`src/rtl/nor_lu_pkg.sv`:
```
// Shared constants for the NOR-built logic unit: op-select encoding and width.
package nor_lu_pkg;

  localparam int OP_W = 3;

  localparam logic [OP_W-1:0] OP_AND    = 3'd0;
  localparam logic [OP_W-1:0] OP_OR     = 3'd1;
  localparam logic [OP_W-1:0] OP_NAND   = 3'd2;
  localparam logic [OP_W-1:0] OP_NOR    = 3'd3;
  localparam logic [OP_W-1:0] OP_XOR    = 3'd4;
  localparam logic [OP_W-1:0] OP_XNOR   = 3'd5;
  localparam logic [OP_W-1:0] OP_NOT_A  = 3'd6;
  localparam logic [OP_W-1:0] OP_PASS_A = 3'd7;

endpackage

```
`src/rtl/nor_logic_unit_if.sv`:
```
// Operand/result handshake bundle between an operand source (master) and the logic unit (slave).
interface nor_logic_unit_if #(
  parameter int WIDTH = 8,
  parameter int CNT_W = 16
);
  import nor_lu_pkg::*;

  logic             in_valid;
  logic             in_ready;
  logic [WIDTH-1:0] a;
  logic [WIDTH-1:0] b;
  logic [OP_W-1:0]  op;
  logic             out_valid;
  logic             out_ready;
  logic [WIDTH-1:0] y;
  logic [CNT_W-1:0] txn_cnt;

  modport master (
    output in_valid, a, b, op, out_ready,
    input  in_ready, out_valid, y, txn_cnt
  );

  modport slave (
    input  in_valid, a, b, op, out_ready,
    output in_ready, out_valid, y, txn_cnt
  );

endinterface

```
`src/rtl/nor2_cell.sv`:
```
// Bitwise 2-input NOR; the only logic primitive used by the unit's datapath.
module nor2_cell #(
  parameter int WIDTH = 8
) (
  input  logic [WIDTH-1:0] a,
  input  logic [WIDTH-1:0] b,
  output logic [WIDTH-1:0] y
);

  assign y = ~(a | b);

endmodule

```
`src/rtl/nor_logic_unit.sv`:
```
// Two-stage pipelined bitwise logic unit built only from NOR cells, with
// valid/ready flow control on both sides and a consumed-result counter.
module nor_logic_unit
  import nor_lu_pkg::*;
#(
  parameter int WIDTH = 8,
  parameter int CNT_W = 16
) (
  input  logic              clk,
  input  logic              rst,
  nor_logic_unit_if.slave   bus
);

  logic             v1;
  logic             v2;
  logic [WIDTH-1:0] a1;
  logic [WIDTH-1:0] b1;
  logic [OP_W-1:0]  op1;
  logic [WIDTH-1:0] na1;
  logic [WIDTH-1:0] nb1;
  logic [WIDTH-1:0] n1;
  logic [WIDTH-1:0] y_q;
  logic [CNT_W-1:0] cnt_q;

  logic             rdy2;
  logic             load1;
  logic             load2;
  logic             drain;

  logic [WIDTH-1:0] na_d;
  logic [WIDTH-1:0] nb_d;
  logic [WIDTH-1:0] n_d;

  logic [WIDTH-1:0] and_t;
  logic [WIDTH-1:0] or_t;
  logic [WIDTH-1:0] nand_t;
  logic [WIDTH-1:0] xa_t;
  logic [WIDTH-1:0] xb_t;
  logic [WIDTH-1:0] xnor_t;
  logic [WIDTH-1:0] xor_t;
  logic [WIDTH-1:0] pass_t;
  logic [WIDTH-1:0] result;

  // A stage may refill in the same cycle it hands its contents downstream.
  assign rdy2         = !v2 || bus.out_ready;
  assign bus.in_ready = !v1 || rdy2;
  assign load1        = bus.in_valid && bus.in_ready;
  assign load2        = v1 && rdy2;
  assign drain        = v2 && bus.out_ready;

  assign bus.out_valid = v2;
  assign bus.y         = y_q;
  assign bus.txn_cnt   = cnt_q;

  nor2_cell #(.WIDTH(WIDTH)) u_na (.a(bus.a), .b(bus.a), .y(na_d));
  nor2_cell #(.WIDTH(WIDTH)) u_nb (.a(bus.b), .b(bus.b), .y(nb_d));
  nor2_cell #(.WIDTH(WIDTH)) u_n  (.a(bus.a), .b(bus.b), .y(n_d));

  always_ff @(posedge clk or posedge rst) begin
    if (rst) begin
      v1  <= 1'b0;
      a1  <= '0;
      b1  <= '0;
      op1 <= '0;
      na1 <= '0;
      nb1 <= '0;
      n1  <= '0;
    end else if (load1) begin
      v1  <= 1'b1;
      a1  <= bus.a;
      b1  <= bus.b;
      op1 <= bus.op;
      na1 <= na_d;
      nb1 <= nb_d;
      n1  <= n_d;
    end else if (load2) begin
      v1  <= 1'b0;
    end
  end

  nor2_cell #(.WIDTH(WIDTH)) u_and  (.a(na1),    .b(nb1),    .y(and_t));
  nor2_cell #(.WIDTH(WIDTH)) u_or   (.a(n1),     .b(n1),     .y(or_t));
  nor2_cell #(.WIDTH(WIDTH)) u_nand (.a(and_t),  .b(and_t),  .y(nand_t));
  nor2_cell #(.WIDTH(WIDTH)) u_xa   (.a(a1),     .b(n1),     .y(xa_t));
  nor2_cell #(.WIDTH(WIDTH)) u_xb   (.a(b1),     .b(n1),     .y(xb_t));
  nor2_cell #(.WIDTH(WIDTH)) u_xnor (.a(xa_t),   .b(xb_t),   .y(xnor_t));
  nor2_cell #(.WIDTH(WIDTH)) u_xor  (.a(xnor_t), .b(xnor_t), .y(xor_t));
  nor2_cell #(.WIDTH(WIDTH)) u_pass (.a(na1),    .b(na1),    .y(pass_t));

  always_comb begin
    result = pass_t;
    case (op1)
      OP_AND:    result = and_t;
      OP_OR:     result = or_t;
      OP_NAND:   result = nand_t;
      OP_NOR:    result = n1;
      OP_XOR:    result = xor_t;
      OP_XNOR:   result = xnor_t;
      OP_NOT_A:  result = na1;
      OP_PASS_A: result = pass_t;
      default:   result = pass_t;
    endcase
  end

  always_ff @(posedge clk or posedge rst) begin
    if (rst) begin
      v2  <= 1'b0;
      y_q <= '0;
    end else if (load2) begin
      v2  <= 1'b1;
      y_q <= result;
    end else if (drain) begin
      v2  <= 1'b0;
    end
  end

  always_ff @(posedge clk or posedge rst) begin
    if (rst) begin
      cnt_q <= '0;
    end else if (drain) begin
      cnt_q <= cnt_q + CNT_W'(1);
    end
  end

endmodule

```
`src/flat_wrapper.sv`:
```
// flat-port wrapper written by rule: the top's interface ports become plain ports
module nor_logic_unit_flat import nor_lu_pkg::*;
#(
  parameter int WIDTH = 8,
  parameter int CNT_W = 16
)
  (clk, rst, bus_in_valid, bus_a, bus_b, bus_op, bus_out_ready, bus_in_ready, bus_out_valid, bus_y, bus_txn_cnt);
  nor_logic_unit_if #(.WIDTH(WIDTH), .CNT_W(CNT_W)) bus_i ();
  input  logic clk;
  input  logic rst;
  input wire logic [$bits(bus_i.in_valid)-1:0] bus_in_valid;
  input wire logic [$bits(bus_i.a)-1:0] bus_a;
  input wire logic [$bits(bus_i.b)-1:0] bus_b;
  input wire logic [$bits(bus_i.op)-1:0] bus_op;
  input wire logic [$bits(bus_i.out_ready)-1:0] bus_out_ready;
  output wire logic [$bits(bus_i.in_ready)-1:0] bus_in_ready;
  output wire logic [$bits(bus_i.out_valid)-1:0] bus_out_valid;
  output wire logic [$bits(bus_i.y)-1:0] bus_y;
  output wire logic [$bits(bus_i.txn_cnt)-1:0] bus_txn_cnt;
  assign bus_i.in_valid = bus_in_valid;
  assign bus_i.a = bus_a;
  assign bus_i.b = bus_b;
  assign bus_i.op = bus_op;
  assign bus_i.out_ready = bus_out_ready;
  assign bus_in_ready = bus_i.in_ready;
  assign bus_out_valid = bus_i.out_valid;
  assign bus_y = bus_i.y;
  assign bus_txn_cnt = bus_i.txn_cnt;
  nor_logic_unit #(.WIDTH(WIDTH), .CNT_W(CNT_W)) u_core (.clk(clk), .rst(rst), .bus(bus_i));
endmodule
```
`config.mk`:
```
export PLATFORM = sky130hd
export DESIGN_NAME = nor_logic_unit_flat
export DESIGN_NICKNAME = d
export VERILOG_FILES = /design/src/rtl/nor_lu_pkg.sv /design/src/rtl/nor_logic_unit_if.sv /design/src/rtl/nor2_cell.sv /design/src/rtl/nor_logic_unit.sv /design/src/flat_wrapper.sv
export SDC_FILE = /design/constraint.sdc
export NUM_CORES = 1
export LEC_CHECK = 0
export CAP_MARGIN = 20
export CORE_ASPECT_RATIO = 1.25
export CORE_MARGIN = 1.5
export CORE_UTILIZATION = 58
export DETAILED_ROUTE_END_ITERATION = 10
export PLACE_DENSITY_LB_ADDON = 0.3
export SYNTH_ARGS = -nofsm -noshare
export SYNTH_HDL_FRONTEND = slang
export SYNTH_SLANG_ARGS = --single-unit
```
`constraint.sdc`:
```
create_clock -name clk -period 4.5 [get_ports clk]
set_input_delay 1.125 -clock clk [delete_from_list [all_inputs] [get_ports clk]]
set_output_delay 1.125 -clock clk [all_outputs]
set_load 0.05 [all_outputs]
```
After elaboration in Yosys (flattened, before gate mapping) --
Cells that the tools add are included.
Word-level totals: register bits after elaboration 69, output and inout bits 26, logic and storage cells 55
Cells by class: add/subtract/negate cells 1, equality and inequality tests 7, multiplexer cells 5, bitwise logic cells 22, reductions and logical operators 10
Operators by type and width (number):
- inverter 8 bit | 11
- OR 8 bit | 11
- one-hot mux 8 bit (8 select lines) | 1
- adder 16 x 1 -> 16 bit, second input constant | 1
- == test 3 bit, second input constant | 4
- == test 3 x 2 -> 1 bit, second input constant | 2
- 2-to-1 mux 1 bit | 4
- nonzero test 2 bit | 2
- == test 3 x 1 -> 1 bit, second input constant | 1
- logical AND 1 bit | 3
- logical NOT 3 bit | 1
- logical NOT 1 bit | 2
- logical OR 1 bit | 2

Depth between registers and ports, before layout --
depth in word-level cells 7, gate-level depth with buffers 6

Cells and area by module --
Synthesis repeated with hierarchy kept, for this count alone.
Second synthesis, totals: cells, all modules 331, area, all modules 3528.4 um^2
By module, submodules not included:
- nor_logic_unit | instances 1, cells each 243, area each 3198.1 um^2
- nor2_cell | instances 11, cells each 8, area each 30.0 um^2

Worst setup path before layout --
OpenSTA, ideal clock, no wires.
kind input to output, from input port bus_out_ready, to output port bus_in_ready, data arrival time 1614 ps, required time 3375 ps, slack 1761 ps, cell stages on the path 1, path buffers 0, path through nand3b_1
Between the ends: word-level cells in the longest chain between the ends 2
RTL lines:
- start, declared | RTL line flat_wrapper.sv:15 | input wire logic [$bits(bus_i.out_ready)-1:0] bus_out_ready;
- logical OR 1 bit | RTL line nor_logic_unit.sv:45 | assign rdy2 = !v2 || bus.out_ready;
- logical OR 1 bit | RTL line nor_logic_unit.sv:46 | assign bus.in_ready = !v1 || rdy2;
- end, declared | RTL line flat_wrapper.sv:16 | output wire logic [$bits(bus_i.in_ready)-1:0] bus_in_ready;
No other way between the ends.

Worst setup path after layout --
Ends and elaborated chain as after synthesis.

==> run summary <==
===============================================================================
Tot Pwr                                                                 2.02 mW
Clock tree sinks                                                             69
Crit path to                                                       bus_in_ready
Post-route standard cell area excluding fillers                    0.00404 sq mm
FF/Latch Area                                                      0.00173 sq mm
Synthesis-stage register bit count                                           69
Final core utilization                                                    0.742
Library cell with the largest summed area after synthesis          sky130_fd_sc_hd__dfrtp_1
Achievable Freq                                                       0.262 GHz
Detailed placer's ending HPWL                                           4.60 mm
Cells after synthesis                                                       313
Overall die width                                                       70.4 um
Worst setup EP type                                                  output pin
Buffers inserted during post-CTS setup optimization                           0
Number of vias per cell after detailed routing                             6.00
Power density over the cells                                        500 mW/mm^2
Root Buffer Master                                                 sky130_fd_sc_hd__clkbuf_8
H-tree depth                                                                  3
Grt total ovfl                                                                0
Gates resized, CTS repair                                                     0
Antenna Violating Nets Remaining                                              0
Clk pin slew, worst setup/hold paths                                      70 ps
Number of buffer cells added on primary ports                                48
Met3 Use GR                                                              0.0394
Sequential area share after synthesis                                     0.524
Leading cell type by number of instances after synthesis           sky130_fd_sc_hd__dfrtp_1
R2R Path End                                                       u_core.bus.y[4]$_DFFE_PP0P_
Main flop type after synthesis                                     sky130_fd_sc_hd__dfrtp_1
Number of hold buffers added after cts                                        0
Maximum ir drop on the vdd rail                                      0.000312 V
Number of warning messages in the yosys log                                   0
Diode count                                                                   0
Global-route met1 utilization                                             0.315
Crit-path max FO                                                              5
Syn Area/Cell                                                        10.5 sq um
Top cells by count, synth                                          69 x sky130_fd_sc_hd__dfrtp_1, 44 x sky130_fd_sc_hd__nand2_1, 24 x sky130_fd_sc_hd__o21ai_0
Total of endpoints with negative setup slack in the final report              0
Total negative slack for setup checks                                      0 ps
Routability congestion estimate                                           0.790
Final-layout worst hold slack                                            472 ps
RSZ-0062 raised after global routing                                      false
Final Non-Filler Cells                                                      427
Total wirelength of the detailed-routed design                          6.93 mm
Initial antenna violation count                                               0
Total global routing track utilization                                    0.250
Reg2Reg Depth                                                                 3
Core Area                                                          0.00544 sq mm
Post-Route Skew                                                         10.4 ps
Total via count after detailed routing                                    2,560
Wire length of the first global-routing pass                            11.8 mm
Area enclosed by the die boundary                                  0.00614 sq mm
Vias in the first global route                                            2,454
Number of unique standard cell types used by synthesis                       42
Final Worst Setup Slack                                                  679 ps
Final count of pins violating max slew                                        0
EDFF count, synth                                                             0
Detailed-router iteration count before antenna repair                         4
Worst Max-Slew Pin Slew                                                 1100 ps
Setup slack, reg-to-reg                                                 2470 ps
Number of max-cap violations                                                  0
Die outline height                                                      87.2 um
Clock latency on the worst-skew pair                                     360 ps
GR peak layer                                                              met2
Mapped Area                                                        0.00329 sq mm
Met2 track demand over resource in global routing                         0.402
Type of element launching the critical path                           input pin
Starting utilization of the core area                                     0.605
DRC violation count after routing                                             0
Inst Count DP                                                               410
Filler cell count in the final layout                                       410
TritonCTS clock tree                                                       done
Relative slew slack                                                       0.268
Fraction of the cycle the final worst path needs                          0.849
Setup WS pre-CTS                                                         684 ps
Leak Pwr                                                                1.73 nW
Proportion of netlist area held by the largest area contributor           0.524
Layout cell share with drive strength beyond 1                            0.138
Startpoint of the most critical register-to-register path          u_core.op1[1]$_DFFE_PP0P_
Launching element of the worst setup path                          bus_out_ready
Final critical delay including setup and external delays                3820 ps
Min-delay worst type                                                    reg2reg
Average wire per cell in the routed design                              16.2 um
CTS buffer count                                                              9
Ys async rst share                                                         1.00
Net count of the mapped netlist                                             337
WP data required                                                        3380 ps
Final Hold Violating Endpoints                                                0
Std-Cell Rows                                                                30
DR iter-0 viols                                                             127
Maximum number of pins on one net before global-route repair                 61
Total cell area at the placement stage                             0.00379 sq mm
Longest Clk Path Bufs                                                         2
Number of top-level design ports                                             49
Synth area leaders                                                 sky130_fd_sc_hd__dfrtp_1 52%, sky130_fd_sc_hd__mux2_2 6.8%, sky130_fd_sc_hd__nand2_1 5.0%, sky130_fd_sc_hd__o21ai_0 3.6%, sky130_fd_sc_hd__xnor2_1 2.9%
Area of the multi-input gates                                      0.00146 sq mm
Status                                                             complete, no violations
Critical path arrival                                                   2700 ps
Critical path start-end classification                                   in2out
Synthesis-to-finish area growth                                           22.6%
Final Net Count                                                             382
===============================================================================
-- worst max-delay path, stage by stage --
cell and delay, ps:
sky130_fd_sc_hd__clkdlybuf4s50_1 530, sky130_fd_sc_hd__nand3b_1 200, sky130_fd_sc_hd__clkdlybuf4s50_1 830
-- layout make-up --
class                      instances  area share
timing repair buffer              51       0.131
sequential                        69       0.428
multi-input combinational        223       0.363
clock buffer                      10      0.0341
tap                               64      0.0198
clock inverter                     6      0.0214
inverter                           4     0.00372
-- per-layer routing --
metal	vias to the layer above	share of wire
met5	-	0
met4	0	0.031
met3	18	0.053
met2	80	0.50
met1	1246	0.42
li1	1216	-
-- logic make-up (layout without fill, tap and decap cells) --
logic type | after synthesis | count (layout) | share of synthesized area
DFF | 69 | 69 | 0.524
adders and majority gates | 1 | 1 | 0.00380
muxes | 22 | 22 | 0.0745
AOI/OAI and AO/OA | 79 | 79 | 0.155
xor gates and xnor gates | 16 | 16 | 0.0426
and+or+nand+nor | 105 | 105 | 0.168
buffers and inverters | 21 | 71 | 0.0319
-- where the power goes --
part / switching [mW] / total [mW] / leakage [nW] / internal (mW)
sequential: 0.129 / 0.854 / 0.843 / 0.725
combinational: 0.360 / 0.601 / 0.770 / 0.241
clock: 0.239 / 0.565 / 0.112 / 0.326
total: 0.728 / 2.02 / 1.73 / 1.29
-- cell usage in the layout (no fill, tap or decap), types with 7 or more instances in the layout --
| cell type | netlist | routed |
|---|---|---|
| sky130_fd_sc_hd__a21oi_1 | 16 | 16 |
| sky130_fd_sc_hd__clkbuf_8 | 0 | 10 |
| sky130_fd_sc_hd__clkdlybuf4s50_1 | 0 | 48 |
| sky130_fd_sc_hd__dfrtp_1 | 69 | 69 |
| sky130_fd_sc_hd__mux2_2 | 20 | 20 |
| sky130_fd_sc_hd__nand2_1 | 44 | 43 |
| sky130_fd_sc_hd__nand2b_1 | 11 | 11 |
| sky130_fd_sc_hd__nand3_1 | 17 | 17 |
| sky130_fd_sc_hd__nor2_1 | 15 | 15 |
| sky130_fd_sc_hd__o2111ai_1 | 7 | 7 |
| sky130_fd_sc_hd__o21ai_0 | 24 | 24 |
| sky130_fd_sc_hd__o31ai_1 | 8 | 8 |
| sky130_fd_sc_hd__xnor2_1 | 11 | 11 |
-- registers in the layout (all words and copies together), names as in the netlist --
signal and cells:
u_core.bus.out_valid 1, u_core.nb1 8, u_core.bus.txn_cnt 16, u_core.bus.y 8
u_core.b1 8, u_core.n1 8, u_core.op1 3, u_core.v1 1
u_core.a1 8, u_core.na1 8
-- worst min-delay path by stage --
stage	depth (start not counted)	slack [ps]	to	from
global placement	1	460	u_core.bus.txn_cnt[15]$_DFFE_PP0P_	u_core.bus.txn_cnt[15]$_DFFE_PP0P_
floorplan	2	450	u_core.nb1[7]$_DFFE_PP0P_	u_core.nb1[7]$_DFFE_PP0P_
finish	1	470	u_core.bus.txn_cnt[15]$_DFFE_PP0P_	u_core.bus.txn_cnt[15]$_DFFE_PP0P_
CTS	1	480	u_core.bus.txn_cnt[15]$_DFFE_PP0P_	u_core.bus.txn_cnt[15]$_DFFE_PP0P_
global route	1	510	u_core.bus.txn_cnt[15]$_DFFE_PP0P_	u_core.bus.txn_cnt[15]$_DFFE_PP0P_
detailed placement	1	460	u_core.bus.txn_cnt[15]$_DFFE_PP0P_	u_core.bus.txn_cnt[15]$_DFFE_PP0P_
Note: power is estimated with default switching activity, not from simulation.
